### src/rtl/io_bus_pkg.sv
// Shared constants, FSM state encoding and IO address decode for the io_bus_ctrl slice.
package io_bus_pkg;

    localparam logic [21:0] IO_BASE_HI_DEF = 22'h3FFFFF;
    localparam logic [31:0] LED_ADDR       = 32'hFFFF_FC60;
    localparam logic [31:0] SW_ADDR        = 32'hFFFF_FC62;

    typedef enum logic [2:0] {
        ST_IDLE,
        ST_MEM_ISSUE,
        ST_MEM_WAIT,
        ST_IO_ACCESS,
        ST_DONE
    } state_t;

    typedef enum logic [1:0] {
        IO_NONE,
        IO_LED,
        IO_SW
    } io_sel_t;

    // Offset decode inside the 1 KiB IO window; the window itself is matched on addr[31:10].
    function automatic io_sel_t io_decode(input logic [9:0] offs);
        if (offs == LED_ADDR[9:0]) begin
            return IO_LED;
        end
        if (offs == SW_ADDR[9:0]) begin
            return IO_SW;
        end
        return IO_NONE;
    endfunction

endpackage

### src/rtl/io_bus_if.sv
// CPU-side request/ack bus and memory-side strobe bus, each with master/slave views.
interface io_cpu_if;
    logic        cpu_req;
    logic        cpu_we;
    logic [31:0] cpu_addr;
    logic [31:0] cpu_wdata;
    logic [31:0] cpu_rdata;
    logic        cpu_ack;
    logic        cpu_stall;

    modport master (
        output cpu_req, cpu_we, cpu_addr, cpu_wdata,
        input  cpu_rdata, cpu_ack, cpu_stall
    );

    modport slave (
        input  cpu_req, cpu_we, cpu_addr, cpu_wdata,
        output cpu_rdata, cpu_ack, cpu_stall
    );
endinterface

interface io_mem_if;
    logic        mem_en;
    logic        mem_we;
    logic [31:0] mem_addr;
    logic [31:0] mem_wdata;
    logic [31:0] mem_rdata;

    modport master (
        output mem_en, mem_we, mem_addr, mem_wdata,
        input  mem_rdata
    );

    modport slave (
        input  mem_en, mem_we, mem_addr, mem_wdata,
        output mem_rdata
    );
endinterface

### src/rtl/io_sync2.sv
// Two-flop synchroniser for asynchronous level inputs, synchronous active-high reset.
module io_sync2 #(
    parameter int WIDTH = 16
) (
    input  logic             clk,
    input  logic             rst,
    input  logic [WIDTH-1:0] d_i,
    output logic [WIDTH-1:0] q_o
);

    logic [WIDTH-1:0] meta_q;
    logic [WIDTH-1:0] sync_q;

    always_ff @(posedge clk) begin
        if (rst) begin
            meta_q <= '0;
            sync_q <= '0;
        end else begin
            meta_q <= d_i;
            sync_q <= meta_q;
        end
    end

    assign q_o = sync_q;

endmodule

### src/rtl/io_bus_ctrl.sv
// CPU bus bridge: routes each request to a fixed-latency memory port or to the LED/switch IO block.
//  state        | meaning
//  ST_IDLE      | waiting for cpu_req, latches the access on acceptance
//  ST_MEM_ISSUE | single-cycle mem_en strobe
//  ST_MEM_WAIT  | read latency countdown, captures mem_rdata at count 1
//  ST_IO_ACCESS | LED/switch access or unmapped-address error
//  ST_DONE      | one-cycle cpu_ack
module io_bus_ctrl
    import io_bus_pkg::*;
#(
    parameter int          MEM_LATENCY = 1,
    parameter logic [21:0] IO_BASE_HI  = IO_BASE_HI_DEF
) (
    input  logic        clk,
    input  logic        rst,
    io_cpu_if.slave     cpu,
    io_mem_if.master    mem,
    input  logic [15:0] sw_in,
    output logic [15:0] led_out,
    output logic        bus_err
);

    state_t      state_q, state_d;
    logic [3:0]  cnt_q, cnt_d;
    logic        we_q, we_d;
    logic [31:0] addr_q, addr_d;
    logic [31:0] wdata_q, wdata_d;
    logic [31:0] rdata_q, rdata_d;
    logic [15:0] led_q, led_d;
    logic        err_q, err_d;
    logic [15:0] sw_sync;
    io_sel_t     io_sel;
    logic        req_is_io;

    io_sync2 #(.WIDTH(16)) u_sw_sync (
        .clk (clk),
        .rst (rst),
        .d_i (sw_in),
        .q_o (sw_sync)
    );

    assign req_is_io = (cpu.cpu_addr[31:10] == IO_BASE_HI);
    assign io_sel    = io_decode(addr_q[9:0]);

    always_ff @(posedge clk) begin
        if (rst) begin
            state_q <= ST_IDLE;
        end else begin
            state_q <= state_d;
        end
    end

    always_comb begin
        state_d = state_q;
        case (state_q)
            ST_IDLE: begin
                if (cpu.cpu_req) begin
                    state_d = req_is_io ? ST_IO_ACCESS : ST_MEM_ISSUE;
                end
            end
            ST_MEM_ISSUE: state_d = we_q ? ST_DONE : ST_MEM_WAIT;
            ST_MEM_WAIT: begin
                if (cnt_q <= 4'd1) begin
                    state_d = ST_DONE;
                end
            end
            ST_IO_ACCESS: state_d = ST_DONE;
            ST_DONE:      state_d = ST_IDLE;
            default:      state_d = ST_IDLE;
        endcase
    end

    always_comb begin
        mem.mem_en  = 1'b0;
        mem.mem_we  = 1'b0;
        cpu.cpu_ack = 1'b0;
        case (state_q)
            ST_MEM_ISSUE: begin
                mem.mem_en = 1'b1;
                mem.mem_we = we_q;
            end
            ST_DONE: cpu.cpu_ack = 1'b1;
            default: ;
        endcase
    end

    // Datapath next-state; the access fields are frozen from acceptance to the next acceptance.
    always_comb begin
        we_d    = we_q;
        addr_d  = addr_q;
        wdata_d = wdata_q;
        cnt_d   = cnt_q;
        rdata_d = rdata_q;
        led_d   = led_q;
        err_d   = err_q;
        case (state_q)
            ST_IDLE: begin
                if (cpu.cpu_req) begin
                    we_d    = cpu.cpu_we;
                    addr_d  = cpu.cpu_addr;
                    wdata_d = cpu.cpu_wdata;
                end
            end
            ST_MEM_ISSUE: begin
                if (!we_q) begin
                    cnt_d = 4'(MEM_LATENCY);
                end
            end
            ST_MEM_WAIT: begin
                cnt_d = cnt_q - 4'd1;
                if (cnt_q <= 4'd1) begin
                    rdata_d = mem.mem_rdata;
                end
            end
            ST_IO_ACCESS: begin
                case (io_sel)
                    IO_LED: begin
                        if (we_q) begin
                            led_d = wdata_q[15:0];
                        end else begin
                            rdata_d = {16'h0000, led_q};
                        end
                    end
                    IO_SW: begin
                        if (!we_q) begin
                            rdata_d = {16'h0000, sw_sync};
                        end
                    end
                    default: begin
                        err_d = 1'b1;
                        if (!we_q) begin
                            rdata_d = '0;
                        end
                    end
                endcase
            end
            default: ;
        endcase
    end

    always_ff @(posedge clk) begin
        if (rst) begin
            we_q    <= 1'b0;
            addr_q  <= '0;
            wdata_q <= '0;
            cnt_q   <= '0;
            rdata_q <= '0;
            led_q   <= '0;
            err_q   <= 1'b0;
        end else begin
            we_q    <= we_d;
            addr_q  <= addr_d;
            wdata_q <= wdata_d;
            cnt_q   <= cnt_d;
            rdata_q <= rdata_d;
            led_q   <= led_d;
            err_q   <= err_d;
        end
    end

    assign mem.mem_addr  = addr_q;
    assign mem.mem_wdata = wdata_q;
    assign cpu.cpu_rdata = rdata_q;
    assign cpu.cpu_stall = cpu.cpu_req & ~cpu.cpu_ack;
    assign led_out       = led_q;
    assign bus_err       = err_q;

endmodule

### src/flat_wrapper.sv
// flat-port wrapper written by rule: the top's interface ports become plain ports
module io_bus_ctrl_flat import io_bus_pkg::*;
#(
    parameter int          MEM_LATENCY = 1,
    parameter logic [21:0] IO_BASE_HI  = IO_BASE_HI_DEF
)
  (clk, rst, sw_in, led_out, bus_err, cpu_cpu_req, cpu_cpu_we, cpu_cpu_addr, cpu_cpu_wdata, cpu_cpu_rdata, cpu_cpu_ack, cpu_cpu_stall, mem_mem_en, mem_mem_we, mem_mem_addr, mem_mem_wdata, mem_mem_rdata);
  io_cpu_if cpu_i ();
  io_mem_if mem_i ();
  input  logic clk;
  input  logic rst;
  input  logic [15:0] sw_in;
  output logic [15:0] led_out;
  output logic bus_err;
  input wire logic [$bits(cpu_i.cpu_req)-1:0] cpu_cpu_req;
  input wire logic [$bits(cpu_i.cpu_we)-1:0] cpu_cpu_we;
  input wire logic [$bits(cpu_i.cpu_addr)-1:0] cpu_cpu_addr;
  input wire logic [$bits(cpu_i.cpu_wdata)-1:0] cpu_cpu_wdata;
  output wire logic [$bits(cpu_i.cpu_rdata)-1:0] cpu_cpu_rdata;
  output wire logic [$bits(cpu_i.cpu_ack)-1:0] cpu_cpu_ack;
  output wire logic [$bits(cpu_i.cpu_stall)-1:0] cpu_cpu_stall;
  output wire logic [$bits(mem_i.mem_en)-1:0] mem_mem_en;
  output wire logic [$bits(mem_i.mem_we)-1:0] mem_mem_we;
  output wire logic [$bits(mem_i.mem_addr)-1:0] mem_mem_addr;
  output wire logic [$bits(mem_i.mem_wdata)-1:0] mem_mem_wdata;
  input wire logic [$bits(mem_i.mem_rdata)-1:0] mem_mem_rdata;
  assign cpu_i.cpu_req = cpu_cpu_req;
  assign cpu_i.cpu_we = cpu_cpu_we;
  assign cpu_i.cpu_addr = cpu_cpu_addr;
  assign cpu_i.cpu_wdata = cpu_cpu_wdata;
  assign cpu_cpu_rdata = cpu_i.cpu_rdata;
  assign cpu_cpu_ack = cpu_i.cpu_ack;
  assign cpu_cpu_stall = cpu_i.cpu_stall;
  assign mem_mem_en = mem_i.mem_en;
  assign mem_mem_we = mem_i.mem_we;
  assign mem_mem_addr = mem_i.mem_addr;
  assign mem_mem_wdata = mem_i.mem_wdata;
  assign mem_i.mem_rdata = mem_mem_rdata;
  io_bus_ctrl #(.MEM_LATENCY(MEM_LATENCY), .IO_BASE_HI(IO_BASE_HI)) u_core (.clk(clk), .rst(rst), .cpu(cpu_i), .mem(mem_i), .sw_in(sw_in), .led_out(led_out), .bus_err(bus_err));
endmodule
### config.mk
export PLATFORM = sky130hd
export DESIGN_NAME = io_bus_ctrl_flat
export DESIGN_NICKNAME = d
export VERILOG_FILES = /design/src/rtl/io_bus_pkg.sv /design/src/rtl/io_bus_if.sv /design/src/rtl/io_sync2.sv /design/src/rtl/io_bus_ctrl.sv /design/src/flat_wrapper.sv
export SDC_FILE = /design/constraint.sdc
export NUM_CORES = 1
export LEC_CHECK = 0
export ABC_AREA = 0
export CORE_MARGIN = 8
export CORE_UTILIZATION = 35
export CTS_BUF_LIST = sky130_fd_sc_hd__clkbuf_8
export CTS_CLUSTER_DIAMETER = 80
export DETAILED_ROUTE_END_ITERATION = 8
export PLACE_DENSITY = 0.68
export RECOVER_POWER = 100
export SKIP_LAST_GASP = 1
export SLEW_MARGIN = 15
export SYNTH_ARGS = -nofsm -noshare
export SYNTH_HDL_FRONTEND = slang
export SYNTH_HIERARCHICAL = 1
export SYNTH_SLANG_ARGS = --single-unit
### constraint.sdc
create_clock -name clk -period 2.54 [get_ports clk]
set_input_delay 0.508 -clock clk [delete_from_list [all_inputs] [get_ports clk]]
set_output_delay 0.508 -clock clk [all_outputs]
set_load 0.1 [all_outputs]
Word level (Yosys, flattened, before mapping)
Cells that the tools add are included.

Register bits after elaboration: 153. Bits of input ports: 116. Output and inout bits: 117. Word-level logic and storage cells: 61.

Add/subtract/negate cells: 1. Magnitude comparators: 1. Eq/ne operators: 13. Muxes and demuxes: 23. Bitwise logic cells: 3. Reduce and logical (&&, ||, !) cells: 10.

Operator list (number): two-way mux 32 bit (4); one-hot mux 32 bit (2 select lines) (2); == test 22 bit (second input constant) (1); == test 10 x 7 -> 1 bit (second input constant) (2); one-hot mux 3 bit (4 select lines) (1); two-way mux 2 bit (5); two-way mux 3 bit (3); one-hot mux 4 bit (2 select lines) (1); AND reduction 2 bit (4); == test 3 x 2 -> 1 bit (second input constant) (2); two-way mux 1 bit (6); inequality test 2 bit (second input constant) (3); AND reduction 3 bit (2); less-or-equal comparator 4 x 1 -> 1 bit (second input constant) (1); two-way mux 4 bit (1); nonzero test 2 bit (2); subtractor 4 x 1 -> 4 bit (second input constant) (1); == test 3 x 1 -> 1 bit (second input constant) (1); == test 3 bit (second input constant) (1); logical NOT 3 bit (1); == test 2 x 1 -> 1 bit (second input constant) (1); == test 2 bit (second input constant) (1); inequality test 2 x 1 -> 1 bit (second input constant) (1); NOT 1 bit (2); other kinds (2) (2).

Longest topological paths before layout
Gate-level depths: netlist (run 1).

Word-level depth: 9. Depth in mapped cells: 8. Depth with buffers taken out: 6.

Cells and area by module
Netlist (run 1), hierarchy kept.

By module, submodules not included: io_bus_ctrl (instances 1, cells an instance 571, area each 4715.8 um2, sequential area each 2422.3 um2); io_sync2 (instances 1, cells an instance 67, area each 863.3 um2, sequential area each 640.6 um2).

Worst setup path before layout (run 1)
No wires, ideal clock.

Path kind: register to output. Start point: register u_core.state_q[2]. End point: output cpu_cpu_stall. Data arrival time: 4022 ps. Data required time: 2032 ps. Setup slack: -1990 ps. Cell stages (with the launch flop): 3. Path buffers: 0. Cells stage by stage: dfxtp_1 -> nor3b_1 -> nor2b_1.

Cells in the longest elaborated chain, start to end: 4.

Ends and longest elaborated chain: start, declared (line io_bus_ctrl.sv:23) `state_t state_q, state_d;`; start signal, assigned (line io_bus_ctrl.sv:49) `state_q <= state_d;`; == test 3 bit (line io_bus_ctrl.sv:77) `case (state_q)`; two-way mux 1 bit (line io_bus_ctrl.sv:77); named net cpu_cpu_ack (line flat_wrapper.sv:20) `output wire logic [$bits(cpu_i.cpu_ack)-1:0] cpu_cpu_ack;`; NOT 1 bit (line io_bus_ctrl.sv:164) `assign cpu.cpu_stall = cpu.cpu_req & ~cpu.cpu_ack;`; AND 1 bit (line io_bus_ctrl.sv:164); end, declared (line flat_wrapper.sv:21) `output wire logic [$bits(cpu_i.cpu_stall)-1:0] cpu_cpu_stall;`.

The timed path passes the listed nets, and every way through them passes these cells.

Worst setup path in the final report (run 1)
Start point: register u_core.state_q[2]. End point: output cpu_cpu_ack.

Cells in the longest elaborated chain, start to end: 2.

Ends and longest elaborated chain (line): == test 3 bit (io_bus_ctrl.sv:77); two-way mux 1 bit (io_bus_ctrl.sv:77); end, declared (flat_wrapper.sv:20).

Every way passes these cells.

==> summary.md, run 1 <==
| Metric | Value |
|---|---|
| PwrDens | ~730 nW/um^2 |
| Layout fillers | about 1600 |
| Drt first-iter violations | about 300 |
| Drt pass-1 iters | 4 |
| CTS Hold Bufs | 0 |
| Vias in the first global route | between 5000 and 6000 |
| Final min period | roughly 2.3 ns |
| Fmax | 434.4 MHz |
| Layout cells sized above 1 | between 10 and 15% |
| Largest family of logic cells by synthesized area | simple AND/OR/NAND/NOR gates |
| Drt wl/cell | 16.39 um |
| VDD IR max | about 410 uV |
| Hpwl dp | 12.96 mm |
| Synth Area in Adders | 0.4485% |
| Crit. End Element | output pin |
| Area occupied by multi-input gates | around 2300 um^2 |
| Startpoint Class | flop |
| Register area | between 3000 and 4000 um^2 |
| Die height | 142.3 um |
| Final worst slack | around 0.24 ns |
| Cts bufs inserted | 17 |
| Post-CTS Setup Bufs | 0 |
| Largest net degree at the start of global routing | approximately 120 |
| Cell Area, Synth | about 5600 um^2 |
| Switch share | roughly a third |
| Critical path required time | between 2 and 2.5 ns |
| Total clock sinks | 153 |
| Fin. Hold Viols | 0 |
| Worst Clk Skew | around 0.014 ns |
| Clock transition at the registers of the reported paths | ~0.09 ns |
| Synth Area in Simple Gates | a little under a quarter |
| Actual slew at the worst max-slew pin | roughly 1.4 ns |
| Post-synth top flop | dfxtp_1 |
| Grt ovf | 0 |
| I/O Pins | between 200 and 250 |
| Ys Warns | 6 |
| Worst slew margin | under 10% |
| Row count | 46 |
| Dpl ws | between 0.4 and 0.5 ns |
| Post-DRT Antenna Nets | 0 |
| Worst Path Arrival | around 1.8 ns |
| MaxCap Viol Count | 0 |
| H-tree Lvls | 4 |
| Core area | between 15000 and 20000 um^2 |
| Worst hold path class | reg -> reg |
| Synth Area in Compound Gates | around 15% |
| Register share of total power | about 45% |
| Total track usage | between 10% and 20% |
| Vias per cell | 4.735 |
| Drt total wl | between 15 and 20 mm |
| Comb pwr share | 21.9% |
| Via count | roughly 5100 |
| First-pass GRT wire length | around 28 mm |
| Clock latency on the worst-skew pair | between 0.4 and 0.5 ns |
| Crit Path Class | reg -> out |
| Async set-reset flop share out of synthesis | 0% |
| CTS tree | built |
| Starting Density | a little over a third |
| RSZ-0062 raised after global routing | false |
| Nets | ~1000 |
| Area leader, netlist | dfxtp_1 |
| P_leak | just under 0.003 uW |
| PortBufs | roughly 230 |
| Xor/xnor share of the synthesized area | less than 1% |
| Sequential element share of the synthesized area | 54.90% |
| Top cell type's share of synthesized area | between 50% and 60% |
| Post-synth EDFFs | 0 |
| Die X | approximately 140 um |
| Initial antenna violation count | 1 |
| Clock Tree Root | clkbuf_8 |
| Die area | roughly 20000 um^2 |
| P_int | roughly 3700 uW |
| Final worst path period share | around 90% |
| Clock network fraction of total power | between 30% and 40% |
| Synth top area cells | dfxtp_1 55%, nand2_1 10%, a21oi_1 8.8%, nor2b_1 4.0%, nand3_1 3.0% |
| Post-synthesis mux area share | between 2 and 3% |
| Routability Congestion | 0.7725 |
| Setup violations, final | 0 |
| DRC viols | 0 |
| Highest fanout seen on the critical path | 9 |
| Max Buffers Root-to-Sink | 2 |
| Cts repair resizes | 0 |
| Tot Pwr | between 5000 and 6000 uW |
| Post-Syn Area per Cell | ~9 um^2 |
| P_sw | 2015 uW |
| Post-Synthesis Cells | approximately 640 |
| Post-synth cell types | 40 |
| Post-Syn Nets | roughly 760 |
| FF+latch count, synth | 153 |
| Outcome | finished clean |
| Area grow syn2layout | 41.15% |
| Slew Limit Fails | 0 |
==> cell usage in the layout, fill, tap and decap left out, types with 3 or more instances in the layout <==
master           netlist  layout
or2_2                  3       3
nor2b_1               36      36
clkbuf_1              33      54
buf_4                  4      10
nand4_1                5       5
nand3_1               33      33
dfxtp_1              153     153
clkdlybuf4s50_1        0     114
clkbuf_8               0      17
inv_6                  0       8
a21oi_1               98      98
clkbuf_2               0      61
nor2_1                10      10
nor3_1                20      20
a221o_1               15      15
o21ai_0               17      17
mux2i_1               15      15
nand2_1              150     149
a31oi_1                3       3
buf_12                 0       3
==> registers in the layout, summed over array words and instances, names as in the netlist <==
signal	flops
u_core/mem.mem_addr	32
u_core/bus_err	1
u_core/cpu.cpu_rdata	32
u_core/we_q	1
u_core/mem.mem_wdata	32
u_core/u_sw_sync/meta_q	16
u_core/cnt_q	4
u_core/led_out	16
u_core/state_q	3
u_core/u_sw_sync/q_o	16
==> per-stage QoR <==
step	setup TNS [ns]	area, um^2	cells	util [%]	hold slack, ns
2_1_floorplan	-0.04621	5605	638	-	0.4138
3_3_place_gp	0	7856	1050	50.00	0.4174
3_5_place_dp	0	7856	1050	50.00	0.4204
4_1_cts	0	8265	1082	52.60	0.4164
5_1_grt	0	7875	1083	50.12	0.4588
6_report	0	7875	1083	50.12	0.4411
==> area by class of cell <==
type	count	share of cell area, %
flip-flops and latches	153	38.89
clock buffers	17	2.971
clock inverters	15	2.224
multi-input cells	432	29.23
inverters	3	0.1589
repair buffers	246	23.05
diodes	1	0.03178
well taps	216	3.432
==> final timing paths <==
| check | start | endpoint | slack (ns) | depth (start not counted) |
|---|---|---|---|---|
| max reg2reg | u_core/state_q[1] | u_core/cpu.cpu_rdata[18] | 0.47 | 5 |
| min reg2reg | u_core/u_sw_sync/meta_q[0] | u_core/u_sw_sync/q_o[0] | 0.44 | 1 |
| max | u_core/state_q[2] | cpu_cpu_ack | 0.24 | 2 |
| min | u_core/u_sw_sync/meta_q[0] | u_core/u_sw_sync/q_o[0] | 0.44 | 1 |
==> metal layers <==
metal  track usage, %  up-vias  share of wire [%]
met5                0        -                  0
met2            28.27      158                 49
met4            7.744        0                2.1
li1                 -     2610                  -
met1            20.80     2340                 42
met3            5.636       20                6.5
==> Yosys cell counts, drive strengths merged (2+ instances only) <==
cell,instances
clkbuf,33
or2,3
nor2,11
nand2b,2
mux2i,15
nand3,33
a31oi,3
ha,2
o21ai,17
nor2b,36
dfxtp,153
nor3,20
o32ai,2
inv,3
nor4,3
a211oi,2
nor3b,3
nand4,5
a21oi,98
a221o,15
buf,17
nand2,150
==> power groups by stage <==
stage / logic [uW] / registers [uW] / clock network, uW
final: 1260 / 2580 / 1920
after global routing: 1330 / 2600 / 2080
after CTS: 1340 / 2580 / 1990
after detailed placement: 1340 / 2640 / 0
after global placement: 1340 / 2640 / 0
after floorplan: 313 / 3230 / 0
==> worst max-delay path, stage by stage (launching register included) <==
cell and delay, ns:
dfxtp_1 0.50, nor3b_1 0.46, buf_4 0.38
==> cells by family after synthesis <==
logic type      count (synthesis)
simple gates                  274
flops                         153
compound gates                139
buf+inv                        53
mux                            16
fa+ha+maj                       2
xor+xnor                        1
Power figures use the tool's default switching activity.
==> inputs of run 2 (changes only) <==
--- a/config.mk
+++ b/config.mk
@@ -11,6 +11,7 @@
 export CTS_BUF_LIST = sky130_fd_sc_hd__clkbuf_8
 export CTS_CLUSTER_DIAMETER = 80
 export DETAILED_ROUTE_END_ITERATION = 8
+export HOLD_SLACK_MARGIN = 0.02
 export PLACE_DENSITY = 0.68
 export RECOVER_POWER = 100
 export SKIP_LAST_GASP = 1
==> results of run 2 <==
The final DEF is identical to that of run 1; final timing and power are the same.
==> inputs of run 3 (changes only) <==
--- a/config.mk
+++ b/config.mk
@@ -11,6 +11,7 @@
 export CTS_BUF_LIST = sky130_fd_sc_hd__clkbuf_8
 export CTS_CLUSTER_DIAMETER = 80
 export DETAILED_ROUTE_END_ITERATION = 8
+export GPL_ROUTABILITY_DRIVEN = 1
 export HOLD_SLACK_MARGIN = 0.02
 export PLACE_DENSITY = 0.68
 export RECOVER_POWER = 100
==> results of run 3 <==
The final DEF is identical to that of run 1; final timing and power are the same.
